--- src/rtl/counter_arbiter_if.sv ---
// Requester/counter-side signal bundle for counter_arbiter.
// master = requesters plus counter RCO; slave = the arbiter itself.
interface counter_arbiter_if #(
    parameter int LEN_W = 4
);
    logic             req0;
    logic [1:0]       mode0;
    logic [3:0]       d0;
    logic [LEN_W-1:0] len0;
    logic             req1;
    logic [1:0]       mode1;
    logic [3:0]       d1;
    logic [LEN_W-1:0] len1;
    logic             ctr_rco;
    logic             ENABLE;
    logic [1:0]       MODO;
    logic [3:0]       D;
    logic             gnt0;
    logic             gnt1;
    logic             done0;
    logic             done1;
    logic             rco_hit;
    logic             busy;

    modport master (
        output req0, mode0, d0, len0, req1, mode1, d1, len1, ctr_rco,
        input  ENABLE, MODO, D, gnt0, gnt1, done0, done1, rco_hit, busy
    );

    modport slave (
        input  req0, mode0, d0, len0, req1, mode1, d1, len1, ctr_rco,
        output ENABLE, MODO, D, gnt0, gnt1, done0, done1, rco_hit, busy
    );
endinterface

--- src/rtl/counter_arbiter.sv ---
// Two-requester arbiter sequencing LOAD/RUN/DONE jobs on a shared 4-bit counter.
// Outputs are decoded from registered state and captured job fields only.
module counter_arbiter #(
    parameter int LEN_W       = 4,
    parameter bit STOP_ON_RCO = 1'b1
) (
    input  logic              clk,
    input  logic              RESET,
    counter_arbiter_if.slave  bus
);
    typedef enum logic [1:0] {
        S_IDLE = 2'd0,
        S_LOAD = 2'd1,
        S_RUN  = 2'd2,
        S_DONE = 2'd3
    } state_t;

    state_t           r_state;
    state_t           w_state_nx;
    logic             r_sel;
    logic             r_last;
    logic [1:0]       r_mode_q;
    logic [3:0]       r_d_q;
    logic [LEN_W-1:0] r_cnt;
    logic             r_rco_q;

    logic             w_any_req;
    logic             w_win;
    logic             w_enable;
    logic [1:0]       w_modo;
    logic             w_job;
    logic             w_done;
    logic             w_rco_hit;

    assign w_any_req = bus.req0 | bus.req1;

    // On a tie the requester not granted last wins.
    always_comb begin
        w_win = 1'b0;
        if (bus.req0 && bus.req1) begin
            w_win = ~r_last;
        end else if (bus.req1) begin
            w_win = 1'b1;
        end
    end

    always_comb begin
        w_state_nx = r_state;
        w_enable   = 1'b0;
        w_modo     = 2'b00;
        w_job      = 1'b0;
        w_done     = 1'b0;
        w_rco_hit  = 1'b0;
        case (r_state)
            S_IDLE: begin
                if (w_any_req) begin
                    w_state_nx = S_LOAD;
                end
            end
            S_LOAD: begin
                w_enable = 1'b1;
                w_modo   = 2'b11;
                w_job    = 1'b1;
                if ((r_mode_q != 2'b11) && (r_cnt != '0)) begin
                    w_state_nx = S_RUN;
                end else begin
                    w_state_nx = S_DONE;
                end
            end
            S_RUN: begin
                w_enable = 1'b1;
                w_modo   = r_mode_q;
                w_job    = 1'b1;
                if ((r_cnt == LEN_W'(1)) || (STOP_ON_RCO && bus.ctr_rco)) begin
                    w_state_nx = S_DONE;
                end
            end
            S_DONE: begin
                w_job      = 1'b1;
                w_done     = 1'b1;
                w_rco_hit  = r_rco_q;
                w_state_nx = S_IDLE;
            end
            default: begin
                w_state_nx = S_IDLE;
            end
        endcase
    end

    always_ff @(posedge clk) begin
        if (RESET) begin
            r_state <= S_IDLE;
        end else begin
            r_state <= w_state_nx;
        end
    end

    always_ff @(posedge clk) begin
        if (RESET) begin
            r_sel    <= 1'b0;
            r_last   <= 1'b1;
            r_mode_q <= 2'b00;
            r_d_q    <= '0;
            r_cnt    <= '0;
            r_rco_q  <= 1'b0;
        end else begin
            if ((r_state == S_IDLE) && w_any_req) begin
                r_sel    <= w_win;
                r_last   <= w_win;
                r_mode_q <= w_win ? bus.mode1 : bus.mode0;
                r_d_q    <= w_win ? bus.d1 : bus.d0;
                r_cnt    <= w_win ? bus.len1 : bus.len0;
                r_rco_q  <= 1'b0;
            end
            // RUN is only entered with r_cnt != 0, so this never wraps.
            if (r_state == S_RUN) begin
                r_cnt <= r_cnt - LEN_W'(1);
                if (bus.ctr_rco) begin
                    r_rco_q <= 1'b1;
                end
            end
        end
    end

    assign bus.ENABLE  = w_enable;
    assign bus.MODO    = w_modo;
    assign bus.D       = r_d_q;
    assign bus.gnt0    = w_job & ~r_sel;
    assign bus.gnt1    = w_job & r_sel;
    assign bus.done0   = w_done & ~r_sel;
    assign bus.done1   = w_done & r_sel;
    assign bus.rco_hit = w_rco_hit;
    assign bus.busy    = (r_state != S_IDLE);
endmodule

--- src/flat_wrapper.sv ---
// flat-port wrapper written by rule: the top's interface ports become plain ports
module counter_arbiter_flat 
#(
    parameter int LEN_W       = 4,
    parameter bit STOP_ON_RCO = 1'b1
)
  (clk, RESET, bus_req0, bus_mode0, bus_d0, bus_len0, bus_req1, bus_mode1, bus_d1, bus_len1, bus_ctr_rco, bus_ENABLE, bus_MODO, bus_D, bus_gnt0, bus_gnt1, bus_done0, bus_done1, bus_rco_hit, bus_busy);
  counter_arbiter_if #(.LEN_W(LEN_W)) bus_i ();
  input  logic clk;
  input  logic RESET;
  input wire logic [$bits(bus_i.req0)-1:0] bus_req0;
  input wire logic [$bits(bus_i.mode0)-1:0] bus_mode0;
  input wire logic [$bits(bus_i.d0)-1:0] bus_d0;
  input wire logic [$bits(bus_i.len0)-1:0] bus_len0;
  input wire logic [$bits(bus_i.req1)-1:0] bus_req1;
  input wire logic [$bits(bus_i.mode1)-1:0] bus_mode1;
  input wire logic [$bits(bus_i.d1)-1:0] bus_d1;
  input wire logic [$bits(bus_i.len1)-1:0] bus_len1;
  input wire logic [$bits(bus_i.ctr_rco)-1:0] bus_ctr_rco;
  output wire logic [$bits(bus_i.ENABLE)-1:0] bus_ENABLE;
  output wire logic [$bits(bus_i.MODO)-1:0] bus_MODO;
  output wire logic [$bits(bus_i.D)-1:0] bus_D;
  output wire logic [$bits(bus_i.gnt0)-1:0] bus_gnt0;
  output wire logic [$bits(bus_i.gnt1)-1:0] bus_gnt1;
  output wire logic [$bits(bus_i.done0)-1:0] bus_done0;
  output wire logic [$bits(bus_i.done1)-1:0] bus_done1;
  output wire logic [$bits(bus_i.rco_hit)-1:0] bus_rco_hit;
  output wire logic [$bits(bus_i.busy)-1:0] bus_busy;
  assign bus_i.req0 = bus_req0;
  assign bus_i.mode0 = bus_mode0;
  assign bus_i.d0 = bus_d0;
  assign bus_i.len0 = bus_len0;
  assign bus_i.req1 = bus_req1;
  assign bus_i.mode1 = bus_mode1;
  assign bus_i.d1 = bus_d1;
  assign bus_i.len1 = bus_len1;
  assign bus_i.ctr_rco = bus_ctr_rco;
  assign bus_ENABLE = bus_i.ENABLE;
  assign bus_MODO = bus_i.MODO;
  assign bus_D = bus_i.D;
  assign bus_gnt0 = bus_i.gnt0;
  assign bus_gnt1 = bus_i.gnt1;
  assign bus_done0 = bus_i.done0;
  assign bus_done1 = bus_i.done1;
  assign bus_rco_hit = bus_i.rco_hit;
  assign bus_busy = bus_i.busy;
  counter_arbiter #(.LEN_W(LEN_W), .STOP_ON_RCO(STOP_ON_RCO)) u_core (.clk(clk), .RESET(RESET), .bus(bus_i));
endmodule
--- config.mk ---
export PLATFORM = sky130hd
export DESIGN_NAME = counter_arbiter_flat
export DESIGN_NICKNAME = d
export VERILOG_FILES = /design/src/rtl/counter_arbiter_if.sv /design/src/rtl/counter_arbiter.sv /design/src/flat_wrapper.sv
export SDC_FILE = /design/constraint.sdc
export NUM_CORES = 1
export LEC_CHECK = 0
export CORE_MARGIN = 5
export CORE_UTILIZATION = 43
export CTS_BUF_LIST = sky130_fd_sc_hd__clkbuf_8
export DETAILED_ROUTE_END_ITERATION = 10
export HOLD_SLACK_MARGIN = 0.03
export PLACE_DENSITY_LB_ADDON = 0.12
export SLEW_MARGIN = 20
export SYNTH_ARGS = -nofsm -noshare
export SYNTH_HDL_FRONTEND = slang
export SYNTH_SLANG_ARGS = --single-unit
--- constraint.sdc ---
create_clock -name clk -period 2.1 [get_ports clk]
set_input_delay 0.21 -clock clk [delete_from_list [all_inputs] [get_ports clk]]
set_output_delay 0.21 -clock clk [all_outputs]
set_load 0.01 [all_outputs]
==> parameters.txt <==
Parameter                              Value

CTS
  Number of gates given a new drive strength after cts ... 0
  Number of hold-repair buffers added at the cts stage ... 0
  Clock insertion delay at the later pin of the skew report ... about 250 ps
  Cell at the root of the clock tree ... clkbuf_8
  Clock Path Buffers ... 2
  Setup fix buffers added after clock tree synthesis ... 0
  Number of clock sinks ... 15
  CTS clock-pin slew for the worst setup and hold paths ... 60 ps
  TritonCTS clock tree ... done
  # H-tree levels ... 1
  Number of buffers created by CTS ... 3

Run status
  Status ... finished, final reports clean

Floorplanning
  Chip Width ... roughly 56 um
  Initial standard-cell utilization of the core ... a little under half
  Number of top-level pins ... 38
  DIE HEIGHT ... 55.96 um
  Placement Rows ... 16
  Core area ... roughly 2000 sq um
  Total Die Area ... 3132 sq um

Detailed routing
  First-pass DRT Iterations ... 4
  Total DRC errors in the routed layout ... 0
  Routed wire length ... roughly 2.3 mm
  Number of violations reported at the end of detailed-routing iteration 0 ... 19
  Avg WL per Cell ... between 10 and 15 um
  Vias/cell ... between 5 and 6
  Antenna Nets Post-Route ... 0
  Vias after detailed routing ... slightly above 900

Synthesis
  Most instantiated flip-flop cell in the synthesis netlist ... dfxtp_1
  Top cell type by total area after synthesis ... dfxtp_1
  Fraction of registers with async set or reset after synthesis ... 0%
  Synthesized netlist net count ... 133
  Instance count of the mapped netlist ... roughly 100
  Cell Area, Synth ... a little over 900 sq um
  Netlist cell types ... 34
  Most area-consuming cells after synthesis ... dfxtp_1, mux2i_1, ha_1, a211oi_1, nor2_1
  Portion of the post-synthesis area used by sequential elements ... between 30% and 40%
  Number of flops mapped to enable cells by yosys ... 0
  Synthesized flop and latch total ... 15
  Mean cell area of the mapped netlist ... around 9.0 sq um
  Total of warnings raised by yosys ... 0
  Portion of synthesized cell area occupied by the leading cell type ... about 33%

STA
  Maximum achievable frequency ... 500.4 MHz
  Final period demand of the worst path ... 1998 ps
  Worst slew margin ... roughly 63%
  Share of the cycle needed by the critical path after routing ... 95.16%
  Clock skew ... approximately 2.4 ps
  Number of endpoints failing setup at the final stage ... 0
  Final hold viol count ... 0
  Setup repair after global routing missed its margin ... no
  Pins over their slew limit ... 0
  Final TNS setup ... 0 ps
  Final critical-path setup slack ... about 100 ps
  Worst-margin pin slew ... 551.8 ps

Placed design
  Routability-driven placement congestion ratio ... 0.7737
  Number of port buffers ... 37
  Minimum setup slack after placement ... around 250 ps
  Half-perimeter wire length of the detailed placement result ... roughly 1.8 mm
  Cell total after placement ... ~160
  Post-place instance area ... ~1300 sq um

Critical path
  Maximum fanout count along the critical path ... 5
  Endpoint arrival time on the critical path ... roughly 1800 ps
  Cell type group with the largest total delay on the critical path ... buffers and inverters
  Kind of start point of the critical path ... register
  Critical Path Sink Type ... primary output
  Classification of the worst setup path ... reg -> out
  Delay of the slowest cell on the worst path ... roughly 550 ps
  CP max-delay cell ... clkdlybuf4s50_1
  Worst path required time ... around 1900 ps
  Count of buffering cells on the critical path with inverters included ... 2
  Cells along the critical path ... inv_1 -> ha_1 -> nor2b_1 -> clkdlybuf4s50_1

Flow run
  Max-cap violations ... 0

Layout
  Design Area, Final ... 1364 sq um
  Share of post-route cells with drive strength above 1 ... between 7 and 8%
  Area added between synthesis and finish ... 50.14%
  Most used cells in the layout excluding fill and tap cells ... clkdlybuf4s50_1, dfxtp_1, nor2_1
  Antenna Diode Count ... 0
  End-of-flow core utilization ... 68.81%
  Commonest non-fill, non-tap cell in the layout ... clkdlybuf4s50_1
  Total number of nets in the final design ... ~170
  Final cell count without fillers ... 168

GRT
  Number of antenna violations at the first check in global routing ... 0
  Pin count of the biggest net entering global routing ... 14
  Combined global-route utilization of all metal layers ... between 10% and 20%
  First-pass GRT wire length ... 3.912 mm
  Via count of the first global-routing pass ... 881
  GRT Residual Overflow ... 0

Power and ir drop
  Pleak ... ~0.52 nW
  Worst vdd ir ... 0.8350 mV
  PD cells ... 1266 nW/um^2

Min path
  Path type of the worst min-delay path ... reg -> reg
routing by layer:
metal  vias up  GRT usage [%]  wire length [um]
met1       423          16.48               932
met4         0          7.119                31
met3         4          6.265               227
li1        451              -                 -
met5         -              0                 0
met2        36          26.21              1152
cells by family (layout without fill, tap and decap cells):
| logic type | after synthesis | count (layout) | share of synthesized area [%] |
|---|---|---|---|
| muxes | 9 | 9 | 9.918 |
| AOI/OAI and AO/OA | 30 | 30 | 24.52 |
| and+or+nand+nor | 31 | 31 | 18.32 |
| adders and majority gates | 7 | 7 | 9.641 |
| DFF | 15 | 15 | 33.06 |
| buffers and inverters | 9 | 49 | 4.545 |
path summary, 6_finish.rpt:
path | start | cells after the start | end | slack, ps
setup / recovery | u_core.r_state[1] | 4 | bus_MODO[1] | 100
hold / removal | u_core.r_rco_q | 2 | u_core.r_rco_q | 500
hold reg to reg | u_core.r_rco_q | 2 | u_core.r_rco_q | 500
setup reg to reg | u_core.r_state[0] | 6 | u_core.r_cnt[3] | 270
where the power goes:
part	internal [mW]	switching [mW]
clock network	0.129	0.0987
logic	0.509	0.493
registers	0.397	0.100
total	1.04	0.691
flip-flops by register name (all words and copies together), names as in the netlist:
signal           flops
u_core.r_last        1
u_core.r_mode_q      2
u_core.r_state       2
u_core.r_sel         1
u_core.r_cnt         4
u_core.bus.D         4
u_core.r_rco_q       1
cells in the mapped netlist, types with 3 or more instances:
| cell | count |
|---|---|
| a211oi_1 | 8 |
| a21oi_1 | 4 |
| clkbuf_1 | 3 |
| dfxtp_1 | 15 |
| ha_1 | 7 |
| inv_1 | 5 |
| mux2i_1 | 9 |
| nand2b_1 | 3 |
| nor2_1 | 11 |
| nor2b_1 | 4 |
cell type report:
cell class	instances	area, sq um
multi-input combinational	77	573.1
inverter	5	18.77
clock inverter	1	3.754
clock buffer	3	41.29
tap	27	33.78
sequential	15	300.3
timing repair buffer	40	392.9
fill	173	618.1
worst min-delay path, stage by stage (launching register included):
cell and delay, ps:
dfxtp_1 320, a22oi_1 60, nor2_1 80
through the flow:
| step | total power [mW] | hold slack, ps |
|---|---|---|
| floorplan | 1.096 | 282.8 |
| global placement | 1.458 | 479.8 |
| detailed placement | 1.492 | 486.4 |
| CTS | 1.736 | 500.9 |
| global route | 1.870 | 542.3 |
| finish | 1.726 | 495.2 |
Note: power is estimated with default switching activity, not from simulation.
